<file path="src/rtl/ethernet_system_descriptor_walker.sv">
// Avalon-MM master that walks a linked list of 4-word DMA descriptors, hands owned
// descriptors to a packet engine, and writes completion status back with OWN cleared.
module ethernet_system_descriptor_walker #(
  parameter int ADDR_W = 11,
  parameter int DATA_W = 32
) (
  input  logic              clk,
  input  logic              reset_n,
  input  logic              start,
  input  logic [ADDR_W-1:0] head_ptr,
  input  logic              stop,
  output logic              busy,
  output logic              chain_end,
  output logic [15:0]       desc_count,
  output logic [ADDR_W-1:0] m_address,
  output logic [3:0]        m_byteenable,
  output logic              m_chipselect,
  output logic              m_write,
  output logic [DATA_W-1:0] m_writedata,
  input  logic [DATA_W-1:0] m_readdata,
  output logic              m_clken,
  output logic              desc_valid,
  input  logic              desc_ready,
  output logic [DATA_W-1:0] desc_buffer,
  output logic [15:0]       desc_length,
  output logic              desc_eop,
  input  logic              done_valid,
  input  logic [7:0]        done_status
);

  typedef enum logic [2:0] {
    IDLE, FETCH, LAST, CHECK, PRESENT, WAIT_DONE, WRITEBACK
  } state_t;

  state_t            state;
  logic [ADDR_W-1:0] cur;
  logic [ADDR_W-1:0] next_ptr;
  logic [1:0]        word_idx;
  logic              own;
  logic              stop_pend;

  // Word k of a descriptor lives in the low two address bits; no carry into the base.
  function automatic logic [ADDR_W-1:0] word_addr(input logic [ADDR_W-1:0] base,
                                                  input logic [1:0]        k);
    return (base & {{(ADDR_W-2){1'b1}}, 2'b00}) | {{(ADDR_W-2){1'b0}}, k};
  endfunction

  assign busy = (state != IDLE);

  always_ff @(posedge clk or negedge reset_n) begin
    if (!reset_n) begin
      state        <= IDLE;
      cur          <= '0;
      next_ptr     <= '0;
      word_idx     <= '0;
      own          <= 1'b0;
      stop_pend    <= 1'b0;
      chain_end    <= 1'b0;
      desc_count   <= '0;
      m_address    <= '0;
      m_byteenable <= '0;
      m_chipselect <= 1'b0;
      m_write      <= 1'b0;
      m_writedata  <= '0;
      m_clken      <= 1'b0;
      desc_valid   <= 1'b0;
      desc_buffer  <= '0;
      desc_length  <= '0;
      desc_eop     <= 1'b0;
    end else begin
      m_clken   <= 1'b1;
      chain_end <= 1'b0;
      if (stop && state != IDLE) stop_pend <= 1'b1;

      case (state)
        IDLE: begin
          if (start) begin
            cur          <= word_addr(head_ptr, 2'd0);
            desc_count   <= '0;
            stop_pend    <= 1'b0;
            word_idx     <= 2'd0;
            m_address    <= word_addr(head_ptr, 2'd0);
            m_chipselect <= 1'b1;
            m_write      <= 1'b0;
            m_byteenable <= 4'hF;
            state        <= FETCH;
          end
        end
        FETCH: begin
          // Read data on the bus belongs to the word issued one cycle earlier.
          case (word_idx)
            2'd1:    next_ptr    <= word_addr(m_readdata[ADDR_W-1:0], 2'd0);
            2'd2:    desc_buffer <= m_readdata;
            2'd3:    desc_length <= m_readdata[15:0];
            default: ;
          endcase
          if (word_idx == 2'd3) begin
            m_chipselect <= 1'b0;
            state        <= LAST;
          end else begin
            word_idx  <= word_idx + 2'd1;
            m_address <= word_addr(cur, word_idx + 2'd1);
          end
        end
        LAST: begin
          own       <= m_readdata[31];
          desc_eop  <= m_readdata[30];
          chain_end <= ~m_readdata[31];
          state     <= CHECK;
        end
        CHECK: begin
          if (own) begin
            desc_valid <= 1'b1;
            state      <= PRESENT;
          end else begin
            state <= IDLE;
          end
        end
        PRESENT: begin
          if (desc_ready) begin
            desc_valid <= 1'b0;
            state      <= WAIT_DONE;
          end
        end
        WAIT_DONE: begin
          if (done_valid) begin
            m_address    <= word_addr(cur, 2'd3);
            m_chipselect <= 1'b1;
            m_write      <= 1'b1;
            m_byteenable <= 4'b1001;
            m_writedata  <= {{(DATA_W-8){1'b0}}, done_status};
            state        <= WRITEBACK;
          end
        end
        WRITEBACK: begin
          desc_count <= desc_count + 16'd1;
          m_write    <= 1'b0;
          if (stop_pend || stop) begin
            m_chipselect <= 1'b0;
            state        <= IDLE;
          end else begin
            cur          <= next_ptr;
            m_address    <= next_ptr;
            m_byteenable <= 4'hF;
            word_idx     <= 2'd0;
            state        <= FETCH;
          end
        end
        default: state <= IDLE;
      endcase
    end
  end

endmodule

</file>
<file path="config.mk">
export PLATFORM = sky130hd
export DESIGN_NAME = ethernet_system_descriptor_walker
export DESIGN_NICKNAME = d
export VERILOG_FILES = /design/src/rtl/ethernet_system_descriptor_walker.sv
export SDC_FILE = /design/constraint.sdc
export NUM_CORES = 1
export LEC_CHECK = 0
export ABC_AREA = 1
export BUFFER_PORTS_ARGS = -buffer_cell sky130_fd_sc_hd__buf_2
export CAP_MARGIN = 40
export CORE_UTILIZATION = 55
export DETAILED_ROUTE_END_ITERATION = 10
export PLACE_DENSITY_LB_ADDON = 0.3
export SYNTH_ARGS = -nofsm -noshare
export SYNTH_HDL_FRONTEND = slang
export SYNTH_SLANG_ARGS = --single-unit
</file>
<file path="constraint.sdc">
create_clock -name clk -period 3.97 [get_ports clk]
set_clock_uncertainty 0.15 [all_clocks]
set_input_delay 0.1985 -clock clk [delete_from_list [all_inputs] [get_ports clk]]
set_output_delay 0.1985 -clock clk [all_outputs]
set_load 0.02 [all_outputs]
</file>
==> results.toml, run 1 <==
[status]
status = "finished clean"

[worst_hold_path]
holdCritPathClass = "in2async"

[die]
dieArea_sq_um = 10430
core_area_sq_um = 9729
fp-row-count = 36
die_w_microns = 102.1
die_h_microns = 102.1
start_util = 0.5667
pin_count = 175

[global_route]
grt_pass1_vias = 5292
grt_usage = 0.3102
antenna_found_initial = 1
grt_start_max_net_pins = 46
grt_pass1_wl_microns = 24520
grt_overflow = 0

[timing]
report.final.slew_viol_count = 0
fin_setup_tns_ns = 0
rsz0062_at_grt = "false"
relSlewSlack = 0.4948
setup_violations = 0
clock.fmax_mhz = 383.2
finalHoldViolations = 0
post-route-period-util = 0.6573
worstMarginPinSlew_ns = 0.7552
finalCriticalPeriod_ns = 2.609

[setup_path]
rr_startpoint = "state[0]"
cp_max_fo = 43
path_delay_family = "simple AND/OR/NAND/NOR gates"
slowest_stage = "dfrtp_1"
start_kind = "flip-flop"
critPathRequiredTime_ns = 4.22
slowest_delay_ns = 0.68
path_cells = "nand2_4 -> nor2_8 -> nand2_2 -> o21ai_0"
crit_type = "reg2reg"
endpoint_kind = "flip-flop"
path_buf_inv = 0
critPathLaunch = "state[0]"
crit_arrival_ns = 2.86

[clock_network]
h-tree-depth = 4
numCtsBuffers = 17
worstSkewPairLatency_ns = 0.52
cts_setup_buffers = 0
clock_tree.root_cell = "clkbuf_8"
clkSlewWorstSetupHoldPaths_ns = 0.06
cts_tree = "done"
max-clock-path-buffers = 2
cts.sinks = 116

[yosys]
synth.area.top_cells = "dfrtp_1 53%, nand2_1 17%, nand3_1 7.4%"
synth-edff-count = 0
yosys_warnings = 0
postSynthAreaPerCell_sq_um = 8.329
synth_top_family_by_area = "simple AND/OR/NAND/NOR gates"
ys_types = 36
synth_flop_cell = "dfrtp_1"
async_flop_share = 1.000
syn_area_sq_um = 5514
yosysTopAreaCell = "dfrtp_1"
yosys.area_share.xor_xnor = 0.001588
yosys.area_share.simple = 0.3045
synth.top_cell.area_share = 0.5264
synthMuxAreaShare = 0
synth-compound-area-share = 0.05264
ys_seq_area_frac = 0.5264
netlist_instances = 662
synth-seq-cells = 116
yosys.area_share.adder = 0.009076

[routing]
drt-wirelength-per-cell_microns = 15.45
vias = 5322
first_iter_violations = 285
dr.pass1.iters = 5
vias_per_cell = 5.264
postRouteAntennaNets = 0
wirelength_microns = 15620
drc = 0

[cells_and_area]
final_nets = 925
layout-drive-gt1-share = 0.2372
mostFrequentLayoutCells = "255 x nand2_1, 147 x buf_2, 116 x dfrtp_1"
area_growth_pct = 34.49
design_area_sq_um = 7416
final_common_cell = "nand2_1"

[flow_run]
maxCapViolations = 0

[power]
power_density_nw_per_um2 = 800.2
peakVddDrop_mv = 0.5258
p_leak_nw = 3.996

[placed_design]
port_buffers = 148
place_hpwl_microns = 9102
routabilityCongestion = 0.7915
place_area_sq_um = 6151
==> state kept, by name, indices dropped and copies added, names as in the netlist, 2 cells and up <==
name          cells
m_address        11
m_writedata       8
next_ptr          9
word_idx          2
desc_buffer      32
m_byteenable      2
state             3
desc_length      16
cur               9
desc_count       16
==> timing repair <==
item / in CTS / in global routing
endpoints found under the hold margin: 134 / 0
hold buffers: 61 / 0
resized for setup: 0 / 0
==> metrics by stage <==
step	setup slack, ns	hold slack [ns]	util	total power [mW]	cells
floorplan	2.398	-0.2471	-	3.537	685
global placement	1.629	0.08391	0.6322	4.012	917
detailed placement	1.452	0.08935	0.6322	4.104	917
CTS	1.407	0.09203	0.7620	5.865	1010
global route	1.163	0.1350	0.7622	6.274	1011
finish	1.361	0.08387	0.7622	5.935	1011
==> synth_stat cells, types with 2 or more instances <==
| cell | instances |
|---|---|
| nand2_1 | 255 |
| dfrtp_1 | 116 |
| nand3_1 | 82 |
| inv_1 | 44 |
| buf_4 | 30 |
| o21ai_0 | 29 |
| nor2_1 | 15 |
| o21ai_1 | 14 |
| buf_2 | 10 |
| buf_6 | 7 |
| nand2_2 | 7 |
| nand4_1 | 7 |
| nor2_2 | 6 |
| clkbuf_1 | 4 |
| ha_1 | 4 |
| o21bai_1 | 4 |
| a21oi_1 | 3 |
| nor3_1 | 3 |
| clkinv_1 | 2 |
| conb_1 | 2 |
| inv_2 | 2 |
| nand2_4 | 2 |
==> path summary, 6_finish.rpt <==
kind,depth (start not counted),slack (ns),end
worst max-delay path,4,1.36,desc_buffer[4]
worst min-delay path,2,0.08,desc_count[7]
worst max register to register,4,1.36,desc_buffer[4]
worst min register to register,2,0.32,m_address[5]
max in group asynchronous,3,2.68,m_writedata[2]
min in group clk,5,0.09,m_byteenable[0]
==> worst reg2reg max path, stage by stage (launching register included) <==
cell and delay, ns:
dfrtp_1 0.68, nand2_4 0.24, nor2_8 0.39, nand2_2 0.55, o21ai_0 0.48
==> per-layer routing <==
metal  routed length, microns  up-vias  global-route usage
li1                         -     2454                   -
met1                     6100     2565              0.3629
met2                     7827      263              0.5261
met3                     1258       40             0.08687
met4                      433        0              0.1527
met5                        0        -                   0
==> cell type report <==
cell class	instances	area (sq um)
Multi-Input combinational cell	467	2122
Inverter	49	186.4
Timing Repair Buffer	213	1384
Antenna cell	1	2.502
Sequential cell	116	2903
Fill cell	656	2313
Clock buffer	18	427.9
Tap cell	133	166.4
Clock inverter	14	224.0
==> logic make-up (layout without fill, tap and decap cells) <==
family / count (synthesis) / after routing
buffers and inverters: 102 / 294
AOI/OAI and AO/OA: 54 / 54
adders and majority gates: 4 / 4
DFF: 116 / 116
xor gates and xnor gates: 1 / 1
other: 2 / 26
and+or+nand+nor: 383 / 383
==> where the power goes <==
part	leakage (nW)	internal [mW]	total, mW	switching [mW]
sequential	1.37	1.67	2.01	0.342
clock	0.316	1.11	1.69	0.583
combinational	2.31	0.699	2.23	1.53
Power figures use the tool's default switching activity.
==> inputs of run 2 (changes only) <==
--- a/config.mk
+++ b/config.mk
@@ -8,7 +8,7 @@
 export ABC_AREA = 1
 export BUFFER_PORTS_ARGS = -buffer_cell sky130_fd_sc_hd__buf_2
 export CAP_MARGIN = 40
-export CORE_UTILIZATION = 55
+export CORE_UTILIZATION = 51
 export DETAILED_ROUTE_END_ITERATION = 10
 export PLACE_DENSITY_LB_ADDON = 0.3
 export SYNTH_ARGS = -nofsm -noshare
==> constraint.sdc (replaced) <==
create_clock -name clk -period 2.7 [get_ports clk]
set_clock_uncertainty 0.15 [all_clocks]
set_input_delay 0.135 -clock clk [delete_from_list [all_inputs] [get_ports clk]]
set_output_delay 0.135 -clock clk [all_outputs]
set_load 0.02 [all_outputs]
==> run 2 against run 1 <==
Net effect:
- sequential cell count unchanged
- final cell count increased by 0.59%
- critical path depth grew 2
- largest power group unchanged
- sequential share of layout area is 0.086 points lower
- core utilization fell by 4.9 points
- fmax rose by 14%
- clock-buffer cell count up 2
- total power up 43%
- worst hold slack better by 0.018 ns
- largest cell class unchanged
- global-route usage is 3.6 points lower
==> results.toml, run 2 (same netlist as run 1, synthesis figures left out) <==
[status]
status = "finished clean"

[global_route]
grt_overflow = 0
antenna_found_initial = 0
grt_pass1_wl_microns = 23960
grt_start_max_net_pins = 64
grt_pass1_vias = 5073
grt_usage = 0.2746

[timing]
report.final.slew_viol_count = 0
rsz0062_at_grt = "false"
relSlewSlack = 0.4274
setup_violations = 0
post-route-period-util = 0.8481
finalHoldViolations = 0
finalCriticalPeriod_ns = 2.290
worstMarginPinSlew_ns = 0.8589
fin_setup_tns_ns = 0
hold_ws_ns = 0.1018
clock.fmax_mhz = 436.7

[flow_run]
maxCapViolations = 0

[die]
die_h_microns = 106.0
fp-row-count = 37
die_w_microns = 106.0
core_area_sq_um = 10420
dieArea_sq_um = 11230
start_util = 0.5294
pin_count = 175

[routing]
vias_per_cell = 5.042
dr.pass1.iters = 5
drt-wirelength-per-cell_microns = 14.37
wirelength_microns = 14610
first_iter_violations = 293
drc = 0
postRouteAntennaNets = 0
vias = 5128

[setup_path]
cp_max_fo = 10
crit_arrival_ns = 2.54
endpoint = "m_writedata[1]"
crit_top_cell = "nand3_1"
endpoint_kind = "flip-flop"
path_cells = "inv_4 -> nand3_1 -> clkinv_1 -> nand3_1 -> dlygate4sd3_1 -> nand2_1"
r2r-end = "m_writedata[1]"
critPathRequiredTime_ns = 2.95
start_kind = "flip-flop"
rr_startpoint = "state[1]"
reg2regPathDepth = 6
r2r_slack_ns = 0.41
critPathLaunch = "state[1]"
slowest_delay_ns = 0.63
crit_type = "reg2reg"
slowest_stage = "dfrtp_1"

[cells_and_area]
area_growth_pct = 34.79
finish.utilization = 0.7135
regMostFlops = "desc_buffer"
final_nets = 929
diodes = 0
final_common_cell = "nand2_1"
mostFrequentLayoutCells = "255 x nand2_1, 147 x buf_2, 116 x dfrtp_1"
largest_registers = "desc_buffer x32, desc_count x16, desc_length x16"
largest_register_ffs = 32
layout-drive-gt1-share = 0.2384

[clock_network]
max-clock-path-buffers = 2
h-tree-depth = 4
cts_tree = "done"
clock_tree.root_cell = "clkbuf_8"
worstSkewPairLatency_ns = 0.51
cts_setup_buffers = 0
numCtsBuffers = 17
cts.sinks = 116
clkSlewWorstSetupHoldPaths_ns = 0.06

[placed_design]
place_hpwl_microns = 9132
port_buffers = 148
routabilityCongestion = 0.8199

[power]
power_density_nw_per_um2 = 1146
p_leak_nw = 4.003
swShare = 0.4064
seqPwrFrac = 0.345
peakVddDrop_mv = 0.7114
p_sw_mw = 3.460
power_mw = 8.514
combPwrFrac = 0.380
p_clk_frac = 0.276
p_int_mw = 5.054

[worst_hold_path]
holdCritPathClass = "in2async"
[run 2: worst min path at each step]
stage	start	endpoint	slack (ns)
3_3_place_gp	reset_n	desc_count[7]	0.13
2_1_floorplan	reset_n	chain_end	-0.31
5_1_grt	reset_n	desc_count[7]	0.16
6_report	reset_n	desc_count[11]	0.10
3_5_place_dp	reset_n	desc_count[5]	0.14
4_1_cts	reset_n	desc_count[5]	0.13
[run 2: layer usage]
layer	track usage	vias to the layer above	wire length, microns
li1	-	2461	-
met1	0.3370	2405	5973
met2	0.4454	228	7125
met3	0.08338	34	1110
met4	0.1270	0	401
met5	0	-	0
[run 2: power groups by stage]
stage,logic [mW],registers (mW),clock network [mW]
global route,3.58,3.02,2.47
finish,3.23,2.94,2.35
CTS,3.21,2.92,2.38
detailed placement,3.14,2.93,0
floorplan,1.74,3.46,0
global placement,3.06,2.90,0
[run 2: metrics by stage]
stage | setup slack (ns) | cell area [sq um] | instances
detailed placement | 0.6040 | 6190 | 923
CTS | 0.5087 | 7432 | 1017
global placement | 0.6381 | 6190 | 923
finish | 0.4101 | 7432 | 1017
global route | 0.2516 | 7432 | 1017
floorplan | 1.128 | 5600 | 685
[run 2: critical path, delay by kind of cell (launching register included)]
family,cells,cell delay (ns)
simple gates,3,0.41
buf+inv,3,0.98
flops,1,0.63
[run 2: what timing repair did]
action / in CTS / in global routing
hold endpoints to repair: 158 / 0
gates resized for setup: 0 / 0
hold buffers: 62 / 0
[run 2: final cells by class]
type	count	area, sq um
multi-input combinational	467	2122
timing repair buffer	217	1429
sequential	116	2903
clock inverter	12	176.4
inverter	49	186.4
clock buffer	20	445.4
fill	793	2984
tap	136	170.2
